==> src/rtl/approx_metrics_pkg.sv <==
// Shared types and constants for the approximate adder error monitor.
// Holds the FSM state encoding, result widths and the MAE grading bound.
package approx_metrics_pkg;

    typedef enum logic [1:0] {
        ST_IDLE,
        ST_SWEEP,
        ST_DRAIN,
        ST_DONE
    } state_t;

    // err_sum needs 3W bits: 2^(2W) samples of at most 2^W-1 each
    function automatic int sum_width(input int w);
        return 3 * w;
    endfunction

    // err_cnt must hold the full count 2^(2W), hence one extra bit
    function automatic int cnt_width(input int w);
        return 2 * w + 1;
    endfunction

    // floor(err_sum / N) <= MAE_LIMIT  <=>  err_sum < (MAE_LIMIT+1) * N
    function automatic logic [63:0] mae_bound(input int mae_limit,
                                              input int w);
        logic [63:0] v;
        v = 64'(mae_limit + 1);
        return v << (2 * w);
    endfunction

endpackage

==> src/rtl/err_accum.sv <==
// Error statistics accumulator: worst case, total and count of
// nonzero absolute differences between exact and approximate sums.
module err_accum
    import approx_metrics_pkg::*;
#(
    parameter int WIDTH = 8
) (
    input  logic                        clk,
    input  logic                        rst_n,
    input  logic                        i_clr,
    input  logic                        i_valid,
    input  logic [WIDTH-1:0]            i_exact,
    input  logic [WIDTH-1:0]            i_approx,
    output logic [WIDTH-1:0]            o_wce,
    output logic [sum_width(WIDTH)-1:0] o_err_sum,
    output logic [cnt_width(WIDTH)-1:0] o_err_cnt
);

    localparam int SW = sum_width(WIDTH);
    localparam int CW = cnt_width(WIDTH);

    logic [WIDTH-1:0] w_diff;
    logic             w_nz;
    logic [WIDTH-1:0] r_wce;
    logic [SW-1:0]    r_err_sum;
    logic [CW-1:0]    r_err_cnt;

    // unsigned absolute difference, never wider than the sum itself
    always_comb begin
        w_diff = '0;
        if (i_exact >= i_approx) begin
            w_diff = i_exact - i_approx;
        end else begin
            w_diff = i_approx - i_exact;
        end
    end

    assign w_nz = (w_diff != '0);

    // accumulate only tagged samples; clear wins over accumulation
    always_ff @(posedge clk or negedge rst_n) begin
        if (!rst_n) begin
            r_wce     <= '0;
            r_err_sum <= '0;
            r_err_cnt <= '0;
        end else if (i_clr) begin
            r_wce     <= '0;
            r_err_sum <= '0;
            r_err_cnt <= '0;
        end else if (i_valid) begin
            if (w_diff > r_wce) begin
                r_wce <= w_diff;
            end
            r_err_sum <= r_err_sum + SW'(w_diff);
            r_err_cnt <= r_err_cnt + {{(CW-1){1'b0}}, w_nz};
        end
    end

    assign o_wce     = r_wce;
    assign o_err_sum = r_err_sum;
    assign o_err_cnt = r_err_cnt;

endmodule

==> src/rtl/approx_adder_error_monitor.sv <==
// Exhaustive error characterisation of a W-bit approximate adder:
// sweeps all operand pairs, aligns the exact sum to DUT latency, grades.
module approx_adder_error_monitor
    import approx_metrics_pkg::*;
#(
    parameter int WIDTH     = 8,
    parameter int DUT_LAT   = 0,
    parameter int WCE_LIMIT = 50,
    parameter int MAE_LIMIT = 50
) (
    input  logic                        clk,
    input  logic                        rst_n,
    input  logic                        start,
    output logic [WIDTH-1:0]            op_a,
    output logic [WIDTH-1:0]            op_b,
    input  logic [WIDTH-1:0]            dut_sum,
    output logic                        busy,
    output logic                        done,
    output logic [WIDTH-1:0]            wce,
    output logic [sum_width(WIDTH)-1:0] err_sum,
    output logic [cnt_width(WIDTH)-1:0] err_cnt,
    output logic                        pass
);

    localparam int          VW      = 2 * WIDTH;
    localparam int          DCW     = $clog2(DUT_LAT + 2);
    localparam logic [63:0] MAE_BND = mae_bound(MAE_LIMIT, WIDTH);

    state_t           r_state;
    logic [VW-1:0]    r_vec;
    logic [DCW-1:0]   r_drain;
    logic             r_busy;
    logic             r_done;

    logic             w_start_ok;
    logic             w_last;
    logic             w_vld0;
    logic [WIDTH-1:0] w_exact;
    logic             w_acc_vld;
    logic [WIDTH-1:0] w_acc_exact;

    assign w_start_ok = start &&
                        (r_state == ST_IDLE || r_state == ST_DONE);
    assign w_last     = (r_vec == '1);
    assign w_vld0     = (r_state == ST_SWEEP);

    assign op_a    = r_vec[VW-1:WIDTH];
    assign op_b    = r_vec[WIDTH-1:0];
    assign w_exact = op_a + op_b;

    // sweep control: counter, drain timer and registered status
    always_ff @(posedge clk or negedge rst_n) begin
        if (!rst_n) begin
            r_state <= ST_IDLE;
            r_vec   <= '0;
            r_drain <= '0;
            r_busy  <= 1'b0;
            r_done  <= 1'b0;
        end else begin
            unique case (r_state)
                ST_IDLE, ST_DONE: begin
                    if (start) begin
                        r_state <= ST_SWEEP;
                        r_vec   <= '0;
                        r_drain <= '0;
                        r_busy  <= 1'b1;
                        r_done  <= 1'b0;
                    end
                end
                ST_SWEEP: begin
                    r_vec <= r_vec + VW'(1);
                    if (w_last) begin
                        r_drain <= '0;
                        if (DUT_LAT == 0) begin
                            r_state <= ST_DONE;
                            r_busy  <= 1'b0;
                            r_done  <= 1'b1;
                        end else begin
                            r_state <= ST_DRAIN;
                        end
                    end
                end
                ST_DRAIN: begin
                    r_drain <= r_drain + DCW'(1);
                    if (r_drain == DCW'(DUT_LAT - 1)) begin
                        r_state <= ST_DONE;
                        r_busy  <= 1'b0;
                        r_done  <= 1'b1;
                    end
                end
                default: begin
                    r_state <= ST_IDLE;
                    r_busy  <= 1'b0;
                    r_done  <= 1'b0;
                end
            endcase
        end
    end

    // exact sum and valid tag delayed to line up with dut_sum
    if (DUT_LAT == 0) begin : g_comb
        assign w_acc_vld   = w_vld0;
        assign w_acc_exact = w_exact;
    end else begin : g_pipe
        logic [DUT_LAT-1:0] r_pvld;
        logic [WIDTH-1:0]   r_pex [DUT_LAT];

        // shift register; a new sweep flushes stale tags
        always_ff @(posedge clk or negedge rst_n) begin
            if (!rst_n) begin
                r_pvld <= '0;
                for (int k = 0; k < DUT_LAT; k++) begin
                    r_pex[k] <= '0;
                end
            end else if (w_start_ok) begin
                r_pvld <= '0;
                for (int k = 0; k < DUT_LAT; k++) begin
                    r_pex[k] <= '0;
                end
            end else begin
                r_pvld[0] <= w_vld0;
                r_pex[0]  <= w_exact;
                for (int k = 1; k < DUT_LAT; k++) begin
                    r_pvld[k] <= r_pvld[k-1];
                    r_pex[k]  <= r_pex[k-1];
                end
            end
        end

        assign w_acc_vld   = r_pvld[DUT_LAT-1];
        assign w_acc_exact = r_pex[DUT_LAT-1];
    end

    err_accum #(
        .WIDTH (WIDTH)
    ) u_accum (
        .clk       (clk),
        .rst_n     (rst_n),
        .i_clr     (w_start_ok),
        .i_valid   (w_acc_vld),
        .i_exact   (w_acc_exact),
        .i_approx  (dut_sum),
        .o_wce     (wce),
        .o_err_sum (err_sum),
        .o_err_cnt (err_cnt)
    );

    assign busy = r_busy;
    assign done = r_done;

    // grading; wce > 0 rejects a circuit that is actually exact
    assign pass = r_done &&
                  (64'(wce) <= 64'(WCE_LIMIT)) &&
                  (64'(err_sum) < MAE_BND) &&
                  (wce != '0);

endmodule

==> config.mk <==
export PLATFORM = sky130hd
export DESIGN_NAME = approx_adder_error_monitor
export DESIGN_NICKNAME = d
export VERILOG_FILES = /design/src/rtl/approx_metrics_pkg.sv /design/src/rtl/err_accum.sv /design/src/rtl/approx_adder_error_monitor.sv
export SDC_FILE = /design/constraint.sdc
export NUM_CORES = 1
export LEC_CHECK = 0
export BUFFER_PORTS_ARGS = -buffer_cell sky130_fd_sc_hd__buf_4
export CORE_UTILIZATION = 50
export CTS_CLUSTER_SIZE = 16
export DETAILED_ROUTE_END_ITERATION = 6
export PLACE_DENSITY = 0.7
export RECOVER_POWER = 50
export SETUP_SLACK_MARGIN = 0.5
export SYNTH_ARGS = -nofsm -noshare
export SYNTH_HDL_FRONTEND = slang
export SYNTH_SLANG_ARGS = --single-unit
==> constraint.sdc <==
create_clock -name clk -period 6.7 [get_ports clk]
set_clock_uncertainty 0.15 [all_clocks]
set_input_delay 0.67 -clock clk [delete_from_list [all_inputs] [get_ports clk]]
set_output_delay 0.67 -clock clk [all_outputs]
set_load 0.02 [all_outputs]
==> After elaboration in Yosys (flattened, before gate mapping) <==
Cells that the tools add are included.
{ "word_totals": {"ff_bits": 70, "latchBits": 0, "input_bits": 11, "romBits": 0, "output_inout_bits": 68, "ram_bits": 0, "memories": 0, "word_cells": 65} }
{ "classes": {"order_cmp": 4, "bitwise_logic": 0, "add_sub_neg": 7, "n_reduce_logical": 16, "shift": 0, "eq_ne": 7, "multipliers": 0, "mux": 23, "div": 0} }
{ "op_table": {"columns": ["op", "count"], "rows": [
  ["two-way mux 24 bit", 2],
  ["two-way mux 17 bit", 2],
  ["two-way mux 8 bit", 4],
  ["one-hot mux 16 bit (2 select lines)", 1],
  ["adder 24 x 8 -> 24 bit", 1],
  ["less-than comparator 24 x 22 -> 1 bit (second input constant)", 1],
  ["adder 17 x 1 -> 17 bit", 1],
  ["adder 16 x 1 -> 16 bit (second input constant)", 1],
  ["== test 16 bit (second input constant)", 1],
  ["two-way mux 16 bit", 1],
  ["nonzero test 8 bit", 2],
  ["subtractor 8 bit", 2],
  ["one-hot mux 1 bit (3 select lines)", 3],
  ["adder 8 bit", 1],
  [">= comparator 8 bit", 1],
  ["> comparator 8 bit", 1],
  ["<= comparator 8 x 6 -> 1 bit (second input constant)", 1],
  ["two-way mux 1 bit", 6],
  ["two-way mux 2 bit", 3],
  ["!= test 2 bit (second input constant)", 3],
  ["one-hot mux 2 bit (3 select lines)", 1],
  ["AND reduction 2 bit", 3],
  ["nonzero test 2 bit", 3],
  ["== test 2 bit (second input constant)", 2],
  ["other kinds (7)", 10]
]} }

==> Logic depth before layout (Yosys ltp) <==
Gate-level depths: netlist of run 1.
{ "logic_depth": {"ltp_word": 7, "depth_mapped": 24, "depth_no_buf": 22} }

==> By module <==
A second synthesis of run 1 with hierarchy kept.
{ "unflattened": {"cells_unflattened": 527, "hier_area_um2": 4884.7} }
{ "modules_own_cells": {"columns": ["module", "n_inst", "seq_area_each_um2", "area_per_inst_um2", "cells_per_inst"], "rows": [
  ["err_accum", 1, 1226.2, 3420.8, 367],
  ["approx_adder_error_monitor", 1, 500.5, 1463.9, 160]
]} }

==> Least setup slack after synthesis of run 1 <==
Ideal clock, no wire load.
{ "synth_path": {"path_type": "register to register", "start": "reg r_vec[0]", "end": "reg u_accum.r_err_sum[23], in the netlist u_accum.o_err_sum[23]", "slack_ns": 1.621, "required_time_ns": 6.418, "path_buffers": 2, "t_arrival_ns": 4.797, "stages_incl_launch_ff": 23, "period_less_slack_ns": 5.079, "setup_ns": 0.132, "cell_sequence": "dfrtp_1 > ha_1 > fa_1 > a21o_1 > a21oi_1 > o21bai_1 > a21oi_1 > xnor2_1 > ha_1 > nand4_1 > a31oi_1 > nor2b_4 > buf_6 > mux2i_1 > ha_1 > a21o_1 > a21o_1 > a211oi_1 > o31a_1 > clkbuf_1 > nor3_1 > xnor2_1 > nor2_1"} }
{ "synth_between": {"elab_chain_cells": 6, "elab_cells_between_ends": 8, "classes_between": "add/sub (4); order compare (1); mux (3)"} }
{ "synth_rtl": {"columns": ["element", "line_no", "text"], "rows": [
  ["start, declared", "approx_adder_error_monitor.sv:30", "logic [VW-1:0] r_vec;"],
  ["start signal, assigned", "approx_adder_error_monitor.sv:71", "r_vec <= r_vec + VW'(1);"],
  ["adder 8 bit (*)", "approx_adder_error_monitor.sv:49", "assign w_exact = op_a + op_b;"],
  ["subtractor 8 bit, or another cell as far along", "err_accum.sv:34", "w_diff = i_approx - i_exact;"],
  ["two-way mux 8 bit (*)", "err_accum.sv:31", "if (i_exact >= i_approx) begin"],
  ["adder 24 x 8 -> 24 bit (*)", "err_accum.sv:54", "r_err_sum <= r_err_sum + SW'(w_diff);"],
  ["two-way mux 24 bit (*)", "err_accum.sv:50", "end else if (i_valid) begin"],
  ["two-way mux 24 bit (*)", "err_accum.sv:46", "end else if (i_clr) begin"],
  ["end signal, assigned", "err_accum.sv:54", null],
  ["end, declared", "err_accum.sv:25", "logic [SW-1:0] r_err_sum;"]
]} }
Every way passes the cells marked *; elsewhere a longest branch is shown, timed or not. The select of a mux whose other input is x is not followed.
A chain may end at the register's enable or synchronous reset.

==> Worst setup path in the final report of run 1 <==
{ "layout_path": {"start": "reg r_vec[8]", "end": "reg u_accum.r_err_sum[23], in the netlist u_accum.o_err_sum[23]"} }
The elaborated chain is that of the path after synthesis.

==> PnR_summary.wiki, run 1 <==
{| class="wikitable"
! Metric !! Value
|-
| Hold-fix buffers at CTS || 0
|-
| Number of gates resized after CTS || 0
|-
| Flops & latches, synth || 69
|-
| Transition time at the pin with the least slew margin || 3.74 ns
|-
| Final net count || 648
|-
| Synth Cell Area || 4710 µm²
|-
| Fmax || 181 MHz
|-
| Class of the tightest hold or removal check || register to register
|-
| Worst path setup slack after routing || 1.16 ns
|-
| Width of the chip || 99.1 µm
|-
| H-Tree Level Count || 3
|-
| Cell at the root of the clock tree || sky130_fd_sc_hd__clkbuf_8
|-
| Endpoint required time on the critical path || 6.78 ns
|-
| # port buffers || 78
|-
| Number of enable-type register cells in the synthesized netlist || 0
|-
| Post-CTS setup repair buffer count || 0
|-
| VDD IR-drop max || 0.000253 V
|-
| Placed wire-length estimate after detailed placement || 8000 µm
|-
| Per-cell routed wire length || 15.4 µm
|-
| Async SR Flop Fraction || 100%
|-
| Clock tree from TritonCTS || built
|-
| Cell family with the largest share of critical-path delay || compound AO/OA/AOI/OAI gates
|-
| Height of the chip || 99.1 µm
|-
| Overall routing resource usage || 23.4%
|-
| Number of buffers and inverters on the critical path || 1
|-
| Violations in the final reports || capacitance limit, slew limit
|-
| Final-report hold violation count || 0
|-
| Post-route antenna net violation count || 0
|-
| Antenna cells || 0
|-
| First-pass GRT wire length || 18300 µm
|-
| Pin count of the biggest net entering global routing || 70
|-
| Max stage delay cell, worst path || sky130_fd_sc_hd__dfrtp_1
|-
| Number of clock buffers inserted by TritonCTS || 9
|-
| DRT Wirelength || 10800 µm
|-
| Routed vias/inst || 5.60
|-
| Areal power density over the cells || 484 nW/µm²
|-
| Core area || 9200 µm²
|-
| Count of standard-cell rows || 35
|-
| Sequential fraction of the synthesis area || 36.7%
|-
| Initial Utilization || 51.2%
|-
| Worst-path cell chain || ha_1 -> fa_1 -> a21o_1 -> a21oi_1 -> o21bai_1 -> a21oi_1 -> xnor2_1 -> ha_1 -> nand2_1 -> o21a_1 -> nor2b_4 -> mux2i_1 -> xnor2_1 -> inv_1 -> ha_1 -> a211o_1 -> a211oi_1 -> o31a_1 -> nor3_1 -> xnor2_1 -> nor2_1
|-
| Synthesized netlist cell count || 516
|-
| Number of design rule violations left after detail routing || 0
|-
| Clk slew on worst S/H paths || 0.08 ns
|-
| Avg Cell Area, Syn || 9.13 µm²
|-
| Relative area change from synthesis to final layout || 14.8%
|-
| Kind of start point of the critical path || register
|-
| Detailed-route via count || 3946
|-
| Setup repair after global routing missed its margin || false
|-
| Final max-slew violation count || 70
|-
| Worst setup path category || register to register
|-
| Biggest cell delay along the critical path || 0.46 ns
|-
| Arrival time at the worst endpoint || 5.62 ns
|-
| Minimum setup slack after placement || 1.20 ns
|-
| Top-level I/O count || 79
|-
| Ratio of cells with drive above 1 in the final layout || 11.1%
|-
| Source-to-sink clock delay at the later pin of the worst-skew pair || 0.36 ns
|-
| Overall overflow remaining after global route || 0
|-
| Ys Warns || 0
|-
| Max-capacitance violation count || 1
|-
| Cell area after layout || 5410 µm²
|-
| Count of different cell masters after synthesis || 50
|-
| Dominant synthesized flop cell || sky130_fd_sc_hd__dfrtp_1
|-
| Worst setup EP type || register
|-
| Number of antenna violations at the first check in global routing || 0
|-
| Clock Sinks || 69
|-
| Vias in the first global route || 3802
|-
| CP max FO || 10
|-
| Number of DRC violations after detailed-routing iteration 0 || 137
|-
| Routability Congestion || 0.819
|-
| Total die area || 9810 µm²
|-
| DR pass1 iterations || 4
|-
| Cell area after placement || 5350 µm²
|-
| Setup TNS || 0 ns
|-
| Worst max-slew margin expressed relative to the limit || -150%
|-
| Post-route fraction of the period consumed by the critical path || 82.7%
|-
| Number of nets produced by synthesis || 575
|-
| Run status || finished with violations
|-
| Final setup viols || 0
|-
| Max Root-Sink Buffers || 2
|-
| Fin crit period || 5.54 ns
|-
| Leakage || 2.65 nW
|}
## final timing paths
check | from | end | slack [ns] | depth (start not counted)
max reg2reg | r_vec[8] | u_accum.o_err_sum[23] | 1.16 | 21
min | r_state[0] | r_state[0] | 0.36 | 2
min in group asynchronous | rst_n | u_accum.o_err_sum[16] | 1.44 | 1
max | r_vec[8] | u_accum.o_err_sum[23] | 1.16 | 21
min reg2reg | r_state[0] | r_state[0] | 0.36 | 2
max in group asynchronous | rst_n | r_vec[1] | 2.84 | 1
## kinds of logic (layout without fill, tap and decap cells)
group	Yosys count	in the layout	share of synthesized area, %
XOR/XNOR	54	54	10.0
adder cells (fa/ha/maj)	48	48	13.4
flip-flops	69	69	36.7
buffers and inverters	53	131	4.86
multiplexers	15	15	3.19
AO/OA/AOI/OAI	100	100	13.5
AND/OR/NAND/NOR	177	177	18.3
## tightest hold or removal path, delay by kind of cell, from the launching register on
family,cells,cell delay [ns]
DFF,1,0.36
buffers and inverters,1,0.06
AOI/OAI and AO/OA,1,0.06
## power breakdown
part / leakage (nW) / internal [W] / switching, W
sequential: 0.887 / 0.000540 / 0.000140
clock: 0.0917 / 0.000154 / 0.000170
combinational: 1.67 / 0.000689 / 0.000924
## cell usage in the layout (no fill, tap or decap), types with 23 or more instances in the layout
master	n
sky130_fd_sc_hd__o21ai_0	23
sky130_fd_sc_hd__xnor2_1	28
sky130_fd_sc_hd__nor2_1	62
sky130_fd_sc_hd__clkbuf_1	35
sky130_fd_sc_hd__dfrtp_1	69
sky130_fd_sc_hd__xor2_1	26
sky130_fd_sc_hd__inv_1	35
sky130_fd_sc_hd__buf_4	45
sky130_fd_sc_hd__nand2_1	32
sky130_fd_sc_hd__a21oi_1	30
sky130_fd_sc_hd__ha_1	44
## layout make-up
cell class	count	area [µm²]
Clock buffer	11	151
Clock inverter	5	33.8
Fill cell	862	3790
Inverter	35	131
Multi-Input combinational cell	394	2750
Sequential cell	69	1730
Tap cell	111	139
Timing Repair Buffer	80	469
## sequential cells by signal, indices dropped and copies added, names as in the netlist
name / flops
busy: 1
u_accum.o_wce: 8
u_accum.o_err_sum: 24
r_state: 2
r_drain: 1
r_vec: 16
u_accum.o_err_cnt: 17
## metal layers
| layer | share of wire (%) | vias up | global-route usage [%] | wire (µm) |
|---|---|---|---|---|
| met5 | 0 | - | 0 | 0 |
| met4 | 1.4 | 0 | 6.56 | 150 |
| met3 | 4.2 | 11 | 4.75 | 453 |
| met2 | 48 | 76 | 37.9 | 5250 |
| met1 | 46 | 1920 | 32.0 | 4980 |
| li1 | - | 1939 | - | - |
## through the flow
step	utilization [%]	hold WS, ns	power [W]	cells
floorplan	-	0.224	0.00190	516
global placement	58.2	0.324	0.00228	689
detailed placement	58.2	0.338	0.00233	689
CTS	60.2	0.313	0.00266	705
global route	58.8	0.372	0.00284	705
finish	58.8	0.356	0.00262	705
## synth_stat cells, types with 9 or more instances
| library cell | count | share of area (%) |
|---|---|---|
| sky130_fd_sc_hd__nand4_1 | 11 | 1.5 |
| sky130_fd_sc_hd__nand3_1 | 19 | 2.0 |
| sky130_fd_sc_hd__mux2i_1 | 15 | 3.2 |
| sky130_fd_sc_hd__a21o_1 | 9 | 1.4 |
| sky130_fd_sc_hd__nand2_1 | 32 | 2.6 |
| sky130_fd_sc_hd__nor2_1 | 62 | 4.9 |
| sky130_fd_sc_hd__dfrtp_1 | 69 | 37 |
| sky130_fd_sc_hd__xor2_1 | 26 | 4.8 |
| sky130_fd_sc_hd__inv_1 | 35 | 2.8 |
| sky130_fd_sc_hd__o21ai_0 | 23 | 2.4 |
| sky130_fd_sc_hd__xnor2_1 | 28 | 5.2 |
| sky130_fd_sc_hd__ha_1 | 44 | 12 |
| sky130_fd_sc_hd__clkbuf_1 | 11 | 0.88 |
| sky130_fd_sc_hd__nor3_1 | 13 | 1.4 |
| sky130_fd_sc_hd__a21oi_1 | 30 | 3.2 |
Note: power is estimated with default switching activity, not from simulation.
==> run 2: changes to the inputs <==
PLACE_DENSITY = 0.73   (was 0.7)
clock period = 4.7 ns   (was 6.7 ns; I/O delays follow)
==> PnR_summary.wiki, run 2 (synthesis results as in run 1) <==
{| class="wikitable"
! Metric !! Value
|-
| Pin count of the biggest net entering global routing || 70
|-
| Run status || finished with violations
|-
| Hold-fix buffers at CTS || 0
|-
| Initial Utilization || 51.2%
|-
| Fmax || 203 MHz
|-
| Relative area change from synthesis to final layout || 38.1%
|-
| Width of the chip || 99.1 µm
|-
| Slack of the worst reg-to-reg path || -0.22 ns
|-
| Count of cells along the worst hold path || 3
|-
| Final Power || 0.00515 W
|-
| Leakage || 3.19 nW
|-
| Final setup viols || 38
|-
| Areal power density over the cells || 792 nW/µm²
|-
| Overall routing resource usage || 26.3%
|-
| CP max FO || 8
|-
| First-pass GRT wire length || 20300 µm
|-
| Number of antenna violations at the first check in global routing || 0
|-
| Minimum setup slack after placement || -0.196 ns
|-
| DR pass1 iterations || 5
|-
| Final worst hold slack || 0.284 ns
|-
| Vias in the first global route || 4184
|-
| Max Root-Sink Buffers || 2
|-
| Routability Congestion || 0.910
|-
| Cell at the root of the clock tree || sky130_fd_sc_hd__clkbuf_8
|-
| Transition time at the pin with the least slew margin || 3.75 ns
|-
| Number of clock buffers inserted by TritonCTS || 9
|-
| Hold Crit Start || start
|-
| Antenna cells || 0
|-
| Fin crit period || 4.92 ns
|-
| Top-level I/O count || 79
|-
| Source-to-sink clock delay at the later pin of the worst-skew pair || 0.37 ns
|-
| Worst setup EP type || register
|-
| Capturing point of the worst reg2reg path || u_accum.o_err_sum[23]
|-
| Count of standard-cell rows || 35
|-
| H-Tree Level Count || 3
|-
| Final-report hold violation count || 0
|-
| Clock tree from TritonCTS || built
|-
| Clk slew on worst S/H paths || 0.08 ns
|-
| Detailed-route via count || 4339
|-
| Core area || 9200 µm²
|-
| Endpoint required time on the critical path || 4.79 ns
|-
| Worst path setup slack after routing || -0.224 ns
|-
| Worst reg2reg startpoint || r_vec[9]
|-
| Endpoint, Worst Hold || busy
|-
| Final net count || 711
|-
| Worst max-slew margin expressed relative to the limit || -150%
|-
| Arrival time at the worst endpoint || 5.01 ns
|-
| Post-route antenna net violation count || 0
|-
| Commonest cells after routing, fill and taps aside || sky130_fd_sc_hd__buf_4, sky130_fd_sc_hd__dfrtp_1, sky130_fd_sc_hd__nor2_1, sky130_fd_sc_hd__ha_1, sky130_fd_sc_hd__inv_1
|-
| Routed vias/inst || 5.65
|-
| Max-capacitance violation count || 1
|-
| Per-cell routed wire length || 16.5 µm
|-
| Worst setup path category || register to register
|-
| Most common library cell in the layout ignoring fill and taps || sky130_fd_sc_hd__buf_4
|-
| Height of the chip || 99.1 µm
|-
| Number of cells on the worst reg-to-reg path || 22
|-
| Placed wire-length estimate after detailed placement || 8470 µm
|-
| Placed Cells || 732
|-
| Ratio of cells with drive above 1 in the final layout || 33.9%
|-
| Setup repair after global routing missed its margin || true
|-
| Violations in the final reports || capacitance limit, slew limit, setup timing
|-
| Overall overflow remaining after global route || 0
|-
| Flip-flop count of the largest register after layout || 24
|-
| DRT Wirelength || 12700 µm
|-
| # port buffers || 78
|-
| Post-route fraction of the period consumed by the critical path || 105%
|-
| Clock Sinks || 69
|-
| Final max-slew violation count || 70
|-
| VDD IR-drop max || 0.000415 V
|-
| Kind of start point of the critical path || register
|-
| Number of DRC violations after detailed-routing iteration 0 || 221
|-
| Count of non-filler cells in the finished layout || 768
|-
| Number of design rule violations left after detail routing || 0
|-
| Class of the tightest hold or removal check || input port to register
|-
| Total die area || 9810 µm²
|-
| Setup TNS || -5.42 ns
|}
[run 2: cell types whose count changed in the layout (fill, tap and decap cells not counted), sizes merged]
cell / delta
buf: +84
clkinvlp: -1
a211o: +1
clkbuf: -23
bufinv: +2
[run 2: cell type report]
type	count	area [µm²]
Inverter	35	131
Sequential cell	69	1730
Clock buffer	10	138
Fill cell	672	2690
Tap cell	111	139
Multi-Input combinational cell	395	3210
Clock inverter	6	93.8
Timing Repair Buffer	142	1060
[run 2: per-stage QoR]
| step | instance area [µm²] | util (%) |
|---|---|---|
| floorplan | 4840 | - |
| finish | 6500 | 70.7 |
| global placement | 5790 | 63.0 |
| CTS | 6360 | 69.1 |
| detailed placement | 5790 | 63.0 |
| global route | 6500 | 70.7 |
[run 2: worst max-delay path by stage]
stage	start	endpoint	slack (ns)	cells past startpoint
after floorplan	r_vec[0]	u_accum.o_err_cnt[14]	0.08	23
final	r_vec[9]	u_accum.o_err_sum[23]	-0.22	22
after detailed placement	r_vec[9]	u_accum.o_err_cnt[14]	-0.20	22
after global routing	r_vec[9]	u_accum.o_err_sum[23]	-0.44	22
after CTS	r_vec[8]	u_accum.o_err_cnt[14]	-0.06	23
after global placement	r_vec[9]	u_accum.o_err_sum[12]	-0.06	22
[run 2: timing repair]
| action | CTS | global route |
|---|---|---|
| resized for setup | 48 | 31 |
| gates cloned | 1 | 0 |
| pin swaps | 47 | 34 |
| setup buffers | 14 | 5 |
| setup endpoints to repair | 46 | 48 |
[run 2: where the power goes]
part	internal (W)	total, W	switching, W	leakage [nW]
logic	0.00179	0.00360	0.00181	2.20
clock network	0.000317	0.000575	0.000259	0.113
registers	0.000771	0.000979	0.000208	0.881
total	0.00288	0.00515	0.00227	3.19
[run 2: worst max-delay path, stage by stage (launching register included)]
cell	delay [ns]
sky130_fd_sc_hd__dfrtp_2	0.42
sky130_fd_sc_hd__ha_1	0.29
sky130_fd_sc_hd__a21o_1	0.16
sky130_fd_sc_hd__a21oi_2	0.14
sky130_fd_sc_hd__o21bai_1	0.10
sky130_fd_sc_hd__a21oi_2	0.20
sky130_fd_sc_hd__o21ai_1	0.11
sky130_fd_sc_hd__xnor2_1	0.14
sky130_fd_sc_hd__ha_1	0.36
sky130_fd_sc_hd__a21oi_2	0.16
sky130_fd_sc_hd__o21a_1	0.17
sky130_fd_sc_hd__nor2b_4	0.33
sky130_fd_sc_hd__mux2i_1	0.27
sky130_fd_sc_hd__xor2_1	0.16
sky130_fd_sc_hd__buf_4	0.15
sky130_fd_sc_hd__ha_2	0.29
sky130_fd_sc_hd__a21o_1	0.21
sky130_fd_sc_hd__a211oi_2	0.26
sky130_fd_sc_hd__o31a_1	0.34
sky130_fd_sc_hd__buf_4	0.18
sky130_fd_sc_hd__nor3_2	0.04
sky130_fd_sc_hd__xnor2_1	0.13
sky130_fd_sc_hd__nor2_1	0.05
[run 2: metal layers]
layer	GRT usage [%]	part of all wire [%]	wire [µm]
met1	34.3	43	5490
met2	42.0	48	6050
met3	6.45	6.3	797
met4	10.9	2.9	365
met5	0	0	0
